$ cat config.mk
export PLATFORM = sky130hd
export DESIGN_NAME = pipe_ctrl
export DESIGN_NICKNAME = d
export VERILOG_FILES = /design/src/rtl/y86_pkg.sv /design/src/rtl/pipe_sat_cnt.sv /design/src/rtl/pipe_ctrl.sv
export SDC_FILE = /design/constraint.sdc
export NUM_CORES = 1
export LEC_CHECK = 0
export ABC_AREA = 1
export BUFFER_PORTS_ARGS = -buffer_cell sky130_fd_sc_hd__clkbuf_2
export CAP_MARGIN = 25
export CORE_MARGIN = 4
export CORE_UTILIZATION = 49
export CTS_BUF_LIST = sky130_fd_sc_hd__clkbuf_8
export CTS_CLUSTER_DIAMETER = 50
export DETAILED_ROUTE_END_ITERATION = 12
export PLACE_DENSITY_LB_ADDON = 0.3
export SYNTH_ARGS = -nofsm -noshare
export SYNTH_HDL_FRONTEND = slang
export SYNTH_SLANG_ARGS = --single-unit
export TNS_END_PERCENT = 1
$ cat constraint.sdc
create_clock -name clk -period 3.1 [get_ports clk]
set_clock_uncertainty 0.05 [all_clocks]
set_input_delay 0 -clock clk [delete_from_list [all_inputs] [get_ports clk]]
set_output_delay 0 -clock clk [all_outputs]
set_load 0.005 [all_outputs]
$ cat src/rtl/y86_pkg.sv
// Shared Y86-64 encodings (icodes, register IDs, status codes) and the run-control state type.
// Pure declarations; no logic or timing of its own.
package y86_pkg;

  localparam logic [3:0] IHALT   = 4'h0;
  localparam logic [3:0] INOP    = 4'h1;
  localparam logic [3:0] IRRMOVQ = 4'h2;
  localparam logic [3:0] IIRMOVQ = 4'h3;
  localparam logic [3:0] IRMMOVQ = 4'h4;
  localparam logic [3:0] IMRMOVQ = 4'h5;
  localparam logic [3:0] IOPQ    = 4'h6;
  localparam logic [3:0] IJXX    = 4'h7;
  localparam logic [3:0] ICALL   = 4'h8;
  localparam logic [3:0] IRET    = 4'h9;
  localparam logic [3:0] IPUSHQ  = 4'hA;
  localparam logic [3:0] IPOPQ   = 4'hB;

  localparam logic [3:0] RNONE   = 4'hF;

  localparam logic [3:0] SAOK    = 4'b1000;
  localparam logic [3:0] SHLT    = 4'b0100;
  localparam logic [3:0] SADR    = 4'b0010;
  localparam logic [3:0] SINS    = 4'b0001;

  typedef enum logic [1:0] {
    IDLE = 2'd0,
    RUN  = 2'd1,
    STOP = 2'd2
  } ctrl_state_t;

  // A load in E feeds a source being read in D; RNONE never creates a hazard.
  function automatic logic reg_hazard(input logic [3:0] dst,
                                      input logic [3:0] src_a,
                                      input logic [3:0] src_b);
    return (dst != RNONE) && ((dst == src_a) || (dst == src_b));
  endfunction

endpackage

$ cat src/rtl/pipe_sat_cnt.sv
// Saturating up-counter with synchronous clear; clr has priority over inc.
// Count visible one cycle after inc; holds at all-ones, never wraps.
module pipe_sat_cnt #(
  parameter int CNT_W = 32
) (
  input  logic             clk,
  input  logic             clr,
  input  logic             inc,
  output logic [CNT_W-1:0] q
);

  localparam logic [CNT_W-1:0] ONE = CNT_W'(1);

  logic [CNT_W-1:0] cnt_q;
  logic [CNT_W-1:0] cnt_d;

  always_comb begin
    cnt_d = cnt_q;
    if (clr) begin
      cnt_d = '0;
    end else if (inc && (cnt_q != {CNT_W{1'b1}})) begin
      cnt_d = cnt_q + ONE;
    end
  end

  always_ff @(posedge clk) begin
    cnt_q <= cnt_d;
  end

  assign q = cnt_q;

endmodule

$ cat src/rtl/pipe_ctrl.sv
// Y86-64 pipeline stall/bubble control with IDLE/RUN/STOP sequencing and run-cycle watchdog.
// Controls are same-cycle combinational in RUN; PIPE_PERF_EN adds saturating perf counters on perf_bus.
module pipe_ctrl #(
  parameter int CNT_W        = 32,
  parameter int MAX_CYCLES   = 0,
  parameter bit START_ON_RST = 1'b0
) (
  input  logic               clk,
  input  logic               rst,
  input  logic               start,
  input  logic [3:0]         D_icode,
  input  logic [3:0]         d_srcA,
  input  logic [3:0]         d_srcB,
  input  logic [3:0]         E_icode,
  input  logic [3:0]         E_dstM,
  input  logic               e_Cnd,
  input  logic [3:0]         M_icode,
  input  logic [3:0]         m_stat,
  input  logic [3:0]         W_icode,
  input  logic [3:0]         W_stat,
  output logic               F_stall,
  output logic               D_stall,
  output logic               D_bubble,
  output logic               E_bubble,
  output logic               M_bubble,
  output logic               W_stall,
  output logic               set_cc,
  output logic               running,
  output logic               halted,
  output logic [3:0]         final_stat,
  output logic               timeout,
  output logic [CNT_W-1:0]   cyc_cnt,
  output logic [3*CNT_W-1:0] perf_bus
);

  import y86_pkg::*;

  localparam logic [CNT_W-1:0] WD_LIM = CNT_W'(MAX_CYCLES - 1);

  ctrl_state_t state_q, state_d;
  logic [3:0]  final_stat_q, final_stat_d;
  logic        timeout_q, timeout_d;
  logic        running_q, running_d;
  logic        halted_q, halted_d;

  logic in_run;
  logic lu, ret, mp, w_bad, m_bad, wd_hit;

  assign in_run = (state_q == RUN);
  assign lu     = ((E_icode == IMRMOVQ) || (E_icode == IPOPQ)) && reg_hazard(E_dstM, d_srcA, d_srcB);
  assign ret    = (D_icode == IRET) || (E_icode == IRET) || (M_icode == IRET);
  assign mp     = (E_icode == IJXX) && !e_Cnd;
  assign w_bad  = (W_stat != SAOK);
  assign m_bad  = (m_stat != SAOK);
  assign wd_hit = (MAX_CYCLES != 0) && (cyc_cnt == WD_LIM);

  always_comb begin
    state_d      = state_q;
    final_stat_d = final_stat_q;
    timeout_d    = timeout_q;
    case (state_q)
      IDLE: if (start || START_ON_RST) state_d = RUN;
      RUN: begin
        if (w_bad || wd_hit) begin
          state_d      = STOP;
          // A faulting W status outranks the watchdog for the reported cause.
          final_stat_d = w_bad ? W_stat : SAOK;
          timeout_d    = wd_hit;
        end
      end
      default: state_d = state_q;
    endcase
    running_d = (state_d == RUN);
    halted_d  = (state_d == STOP);
  end

  always_ff @(posedge clk) begin
    if (rst) begin
      state_q      <= IDLE;
      final_stat_q <= SAOK;
      timeout_q    <= 1'b0;
      running_q    <= 1'b0;
      halted_q     <= 1'b0;
    end else begin
      state_q      <= state_d;
      final_stat_q <= final_stat_d;
      timeout_q    <= timeout_d;
      running_q    <= running_d;
      halted_q     <= halted_d;
    end
  end

  // Outside RUN the whole pipe is frozen with NOPs parked in E and M.
  always_comb begin
    F_stall  = 1'b1;
    D_stall  = 1'b1;
    D_bubble = 1'b0;
    E_bubble = 1'b1;
    M_bubble = 1'b1;
    W_stall  = 1'b1;
    set_cc   = 1'b0;
    if (in_run) begin
      F_stall  = lu | ret;
      D_stall  = lu & !mp;
      D_bubble = mp | (ret & !lu);
      E_bubble = mp | lu;
      M_bubble = m_bad | w_bad;
      W_stall  = w_bad;
      set_cc   = (E_icode == IOPQ) && !m_bad && !w_bad;
    end
  end

  assign running    = running_q;
  assign halted     = halted_q;
  assign final_stat = final_stat_q;
  assign timeout    = timeout_q;

  pipe_sat_cnt #(.CNT_W(CNT_W)) u_cyc_cnt (
    .clk (clk),
    .clr (rst),
    .inc (in_run),
    .q   (cyc_cnt)
  );

`ifdef PIPE_PERF_EN
  logic [CNT_W-1:0] retired_cnt, stall_cnt, mispred_cnt;

  pipe_sat_cnt #(.CNT_W(CNT_W)) u_retired_cnt (
    .clk (clk),
    .clr (rst),
    .inc (in_run && !w_bad && (W_icode != INOP)),
    .q   (retired_cnt)
  );

  pipe_sat_cnt #(.CNT_W(CNT_W)) u_stall_cnt (
    .clk (clk),
    .clr (rst),
    .inc (in_run && F_stall),
    .q   (stall_cnt)
  );

  pipe_sat_cnt #(.CNT_W(CNT_W)) u_mispred_cnt (
    .clk (clk),
    .clr (rst),
    .inc (in_run && mp),
    .q   (mispred_cnt)
  );

  assign perf_bus = {retired_cnt, stall_cnt, mispred_cnt};
`else
  logic unused_w_icode;
  assign unused_w_icode = ^W_icode;
  assign perf_bus       = '0;
`endif

endmodule

==> flow_results.org <==
** Global route
- GRT Residual Overflow :: 0
- GR met2 Demand/Resource :: 30.9%
- Most Used Layer, Global Route :: met2
- Largest net degree at the start of global routing :: 34
- The first global-routing pass estimated between 10 and 15 mm of wire.
- Met1 track demand over resource :: 22.3%
- Total GRT Usage :: roughly 18%
- Global routing usage on met3 :: 4.61%
- Antenna violations before repair :: 0
- The number of global-route vias before repair is about 2,600.

** Drt
- Vias per cell :: 4.55
- DRC violation total after the first TritonRoute iteration :: 107
- Final ANT Viol Nets :: 0
- Summing over every cut layer, the via total after detailed routing is 2,989.
- The routed design has 7.46 mm of wire.
- DRC violation count after routing :: 0
- The pre-antenna-repair detailed-routing pass consisted of 4 iterations.
- Routed len/inst :: 11.4 um

** Hold path
- The worst hold path terminates at M_bubble.
- The path class of the tightest hold or removal check is in -> out.
- Hold path start :: m_stat[2]
- Counting instances, the worst hold path has a depth of 4.

** STA
- At the pin with the least slew margin, the transition time is 1.04 ns.
- The clock period could shrink to 1.95 ns.
- Number of max-slew violations in the final report :: 0
- Maximum clock frequency :: 513 MHz
- Final worst path period share :: a little over three fifths
- Summed over all failing endpoints, the final setup total negative slack is 0 ns.
- The number of hold-slack violations in the final timing report is 0.
- The worst pin sits at a relative slew slack of a little under a third.
- RSZ-0062 raised after global routing :: false
- Setup violations remaining at the end of the flow were counted as 0.

** Synthesis
- Share of the synthesized area in the top cell type :: 24.7%
- A synthesized cell averages 6.57 um2.
- Post-synth top area cell :: sky130_fd_sc_hd__dfxtp_1
- Register area share after synthesis :: 24.7%
- The synthesized netlist occupies a cell area of around 3200 um2.
- Counting flops with an async set or reset pin after synthesis yields a share of 0%.
- For this run, the number of Yosys warnings is 0.
- #FFs+latches synth :: 40
- Counting flops with a built-in enable in the synthesized netlist gives 0.
- Cells after synthesis :: 494
- Primary flip-flop cell chosen by synthesis mapping :: sky130_fd_sc_hd__dfxtp_1
- In this run, distinct cell masters in the synthesized netlist total 30.
- Synth top area cells :: sky130_fd_sc_hd__dfxtp_1 25%, sky130_fd_sc_hd__buf_4 22%, sky130_fd_sc_hd__nand2_1 12%, sky130_fd_sc_hd__nor2_1 9.7%, sky130_fd_sc_hd__nand3_1 4.6%

** Final layout
- Compared with the post-synthesis result, the final layout area differs by 7.21%.
- Final design utilization :: 54.5%
- Number of antenna cells inserted :: 0
- After the flow finishes, the layout carries non-filler instances totaling about 660.
- Layout Cell Area excl Fill :: 3480 um2
- Area of the multi-input gates :: approximately 1800 um2
- Layout cells sized above 1 :: between 20% and 30%
- Layout fillers :: 636
- In the final design database the tool counted 620 nets.
- Seq. cell area :: 801 um2

** Critical path
- Buf/Inv on CP :: 0
- Endpoint of the most critical register-to-register path :: u_cyc_cnt.q[22]
- Critical Path Max Stage Delay :: approximately 0.43 ns
- Reg-to-reg setup timing slack :: 1.15 ns
- The worst setup path is launched from a register.
- Critical path cell sequence :: ha_1 -> nand3_1 -> nor2_1 -> nand2_1 -> nor2_1 -> nand4_1 -> nand2_1 -> nor2_1
- The number of cells on the worst reg-to-reg path is 8.
- CP required :: 3.25 ns
- Broken down by cell family, the worst path's largest delay share belongs to simple AND/OR/NAND/NOR gates.
- Critical path arrival :: 2.10 ns
- The worst setup path is captured at a register.
- Maximum fanout encountered on the critical timing path :: 6
- The cell that appears most often on the critical path is sky130_fd_sc_hd__nor2_1.
- Critical path class :: reg -> reg
- The largest individual stage delay along the critical path comes from the cell sky130_fd_sc_hd__dfxtp_1.
- Reg2reg start :: u_cyc_cnt.q[0]

** CTS
- The clock reaches the later pin of the worst-skew pair after 0.30 ns.
- Once the clock tree was built, the setup fixing pass inserted 0 buffers.
- TritonCTS created 5 clock buffers.
- Root Driver :: sky130_fd_sc_hd__clkbuf_8
- H-tree depth :: 2
- Clock-pin transition on the worst setup and hold timing paths :: 0.08 ns
- The clock passes through at most 2 buffers.
- Clock tree from TritonCTS :: done
- Clock sink count :: 40

** Power
- Maximum vdd ir drop :: 0.291 mV
- Summed over all cells, the static leakage comes to 1.75 nW.
- Dividing total power by cell area gives a power density of roughly 320 nW/um2.

** Floorplan
- Number of top-level pins :: roughly 180
- Die area :: 7990 um2
- CORE AREA :: around 6400 um2
- Once the floorplan was initialized, standard cells occupied 50.8% of the core.
- Die height :: 89.4 um
- Number of placement rows :: 29
- Die extent in x :: 89.4 um

** Placed design
- Routability-driven placement finished with a final weighted congestion of a little under 0.9.
- Half-perimeter wire length after detailed placement :: 5.79 mm
- During placement, the flow inserted port buffers numbering 80.
- Standard cell area after detailed placement :: 3290 um2
- Placed cell count :: 641

** Job
- Number of max-cap violations :: 0

** Status
- The run finished with clean final reports.
-- layout make-up --
cell class                      instances  share of cell area [%]
Inverter                               39                    4.21
Clock buffer                            5                    1.98
Sequential cell                        40                    23.0
Timing Repair Buffer                   88                    13.8
Multi-Input combinational cell        405                    53.1
Tap cell                               77                    2.77
Clock inverter                          3                    1.11
-- worst max path at each step --
stage / from / depth (start not counted) / slack [ns] / endpoint
2_1_floorplan: u_cyc_cnt.q[0] / 9 / 1.50 / u_cyc_cnt.q[19]
3_3_place_gp: u_cyc_cnt.q[0] / 8 / 1.30 / u_cyc_cnt.q[26]
3_5_place_dp: u_cyc_cnt.q[0] / 8 / 1.22 / u_cyc_cnt.q[22]
4_1_cts: u_cyc_cnt.q[0] / 8 / 1.19 / u_cyc_cnt.q[26]
5_1_grt: u_cyc_cnt.q[0] / 8 / 0.98 / u_cyc_cnt.q[22]
6_report: u_cyc_cnt.q[0] / 8 / 1.15 / u_cyc_cnt.q[22]
-- kinds of logic (layout without fill, tap and decap cells) --
kind of cell    after synthesis  after routing  share of synthesized area, %
simple gates                265            265                          37.3
buf+inv                     145            135                          29.5
flops                        40             40                          24.7
compound gates               34             34                          5.90
xor+xnor                      8              8                          2.16
fa+ha+maj                     1              1                         0.385
other cells                   1             97                         0.115
-- where the power goes --
group,internal (mW),switching (mW)
registers,0.526,0.00898
clock network,0.236,0.189
logic,0.0618,0.102
total,0.824,0.300
-- synth_stat cells, types with 2 or more instances --
cell type                  instances
sky130_fd_sc_hd__inv_2             3
sky130_fd_sc_hd__dfxtp_1          40
sky130_fd_sc_hd__a31oi_1           4
sky130_fd_sc_hd__buf_2             3
sky130_fd_sc_hd__buf_6             6
sky130_fd_sc_hd__a21oi_1          24
sky130_fd_sc_hd__nand2_1         105
sky130_fd_sc_hd__xnor2_1           8
sky130_fd_sc_hd__nand3b_1          2
sky130_fd_sc_hd__nor3_1            4
sky130_fd_sc_hd__nand3_1          30
sky130_fd_sc_hd__buf_4            97
sky130_fd_sc_hd__a21oi_2           2
sky130_fd_sc_hd__nor2_2            4
sky130_fd_sc_hd__clkinv_1          2
sky130_fd_sc_hd__nor2_1           84
sky130_fd_sc_hd__nand2_4           2
sky130_fd_sc_hd__nand4_1          14
sky130_fd_sc_hd__nor2_4            6
sky130_fd_sc_hd__nand3_2           4
sky130_fd_sc_hd__inv_1            34
sky130_fd_sc_hd__nand2_2           8
-- state kept, by name (all words and copies together), names as in the netlist --
name and flops:
final_stat 4, halted 1, running 1, state_q 2
u_cyc_cnt.q 32
-- worst reg2reg max path, stage by stage (launching register included) --
cell and delay (ns):
sky130_fd_sc_hd__dfxtp_1 0.43, sky130_fd_sc_hd__ha_1 0.23, sky130_fd_sc_hd__nand3_1 0.13, sky130_fd_sc_hd__nor2_1 0.15, sky130_fd_sc_hd__nand2_1 0.17, sky130_fd_sc_hd__nor2_1 0.38, sky130_fd_sc_hd__nand4_1 0.16, sky130_fd_sc_hd__nand2_1 0.09
sky130_fd_sc_hd__nor2_1 0.06
-- cells in the final DEF (no fill, tap or decap), types with 4 or more instances in the layout --
| cell type | Yosys | final |
|---|---|---|
| sky130_fd_sc_hd__nand2_1 | 105 | 105 |
| sky130_fd_sc_hd__conb_1 | 1 | 97 |
| sky130_fd_sc_hd__nor2_1 | 84 | 84 |
| sky130_fd_sc_hd__clkbuf_2 | 0 | 80 |
| sky130_fd_sc_hd__dfxtp_1 | 40 | 40 |
| sky130_fd_sc_hd__inv_1 | 34 | 35 |
| sky130_fd_sc_hd__nand3_1 | 30 | 30 |
| sky130_fd_sc_hd__a21oi_1 | 24 | 24 |
| sky130_fd_sc_hd__nand4_1 | 14 | 14 |
| sky130_fd_sc_hd__nand2_2 | 8 | 8 |
| sky130_fd_sc_hd__xnor2_1 | 8 | 8 |
| sky130_fd_sc_hd__dlygate4sd3_1 | 0 | 8 |
| sky130_fd_sc_hd__nor2_4 | 6 | 6 |
| sky130_fd_sc_hd__clkbuf_8 | 0 | 5 |
| sky130_fd_sc_hd__nor2_2 | 4 | 4 |
| sky130_fd_sc_hd__nor3_1 | 4 | 4 |
| sky130_fd_sc_hd__nand3_2 | 4 | 4 |
| sky130_fd_sc_hd__a31oi_1 | 4 | 4 |
-- through the flow --
stage          power (mW)  setup slack (ns)  hold slack [ns]
2_1_floorplan       0.733              1.50           0.0124
3_3_place_gp        0.694              1.30            0.204
3_5_place_dp        0.697              1.22            0.216
4_1_cts              1.13              1.19            0.283
5_1_grt              1.19             0.982            0.311
6_report             1.12              1.15            0.277
-- routing by layer --
layer | routed length (um) | vias up
li1 | - | 1536
met1 | 3000 | 1301
met2 | 3630 | 138
met3 | 722 | 14
met4 | 110 | 0
met5 | 0 | -
-- repair_timing --
action | 4_1_cts | 5_1_grt
hold buffers | 8 | 0
endpoints found under the hold margin | 9 | 0
gates resized for setup | 0 | 0
Power figures use the tool's default switching activity.
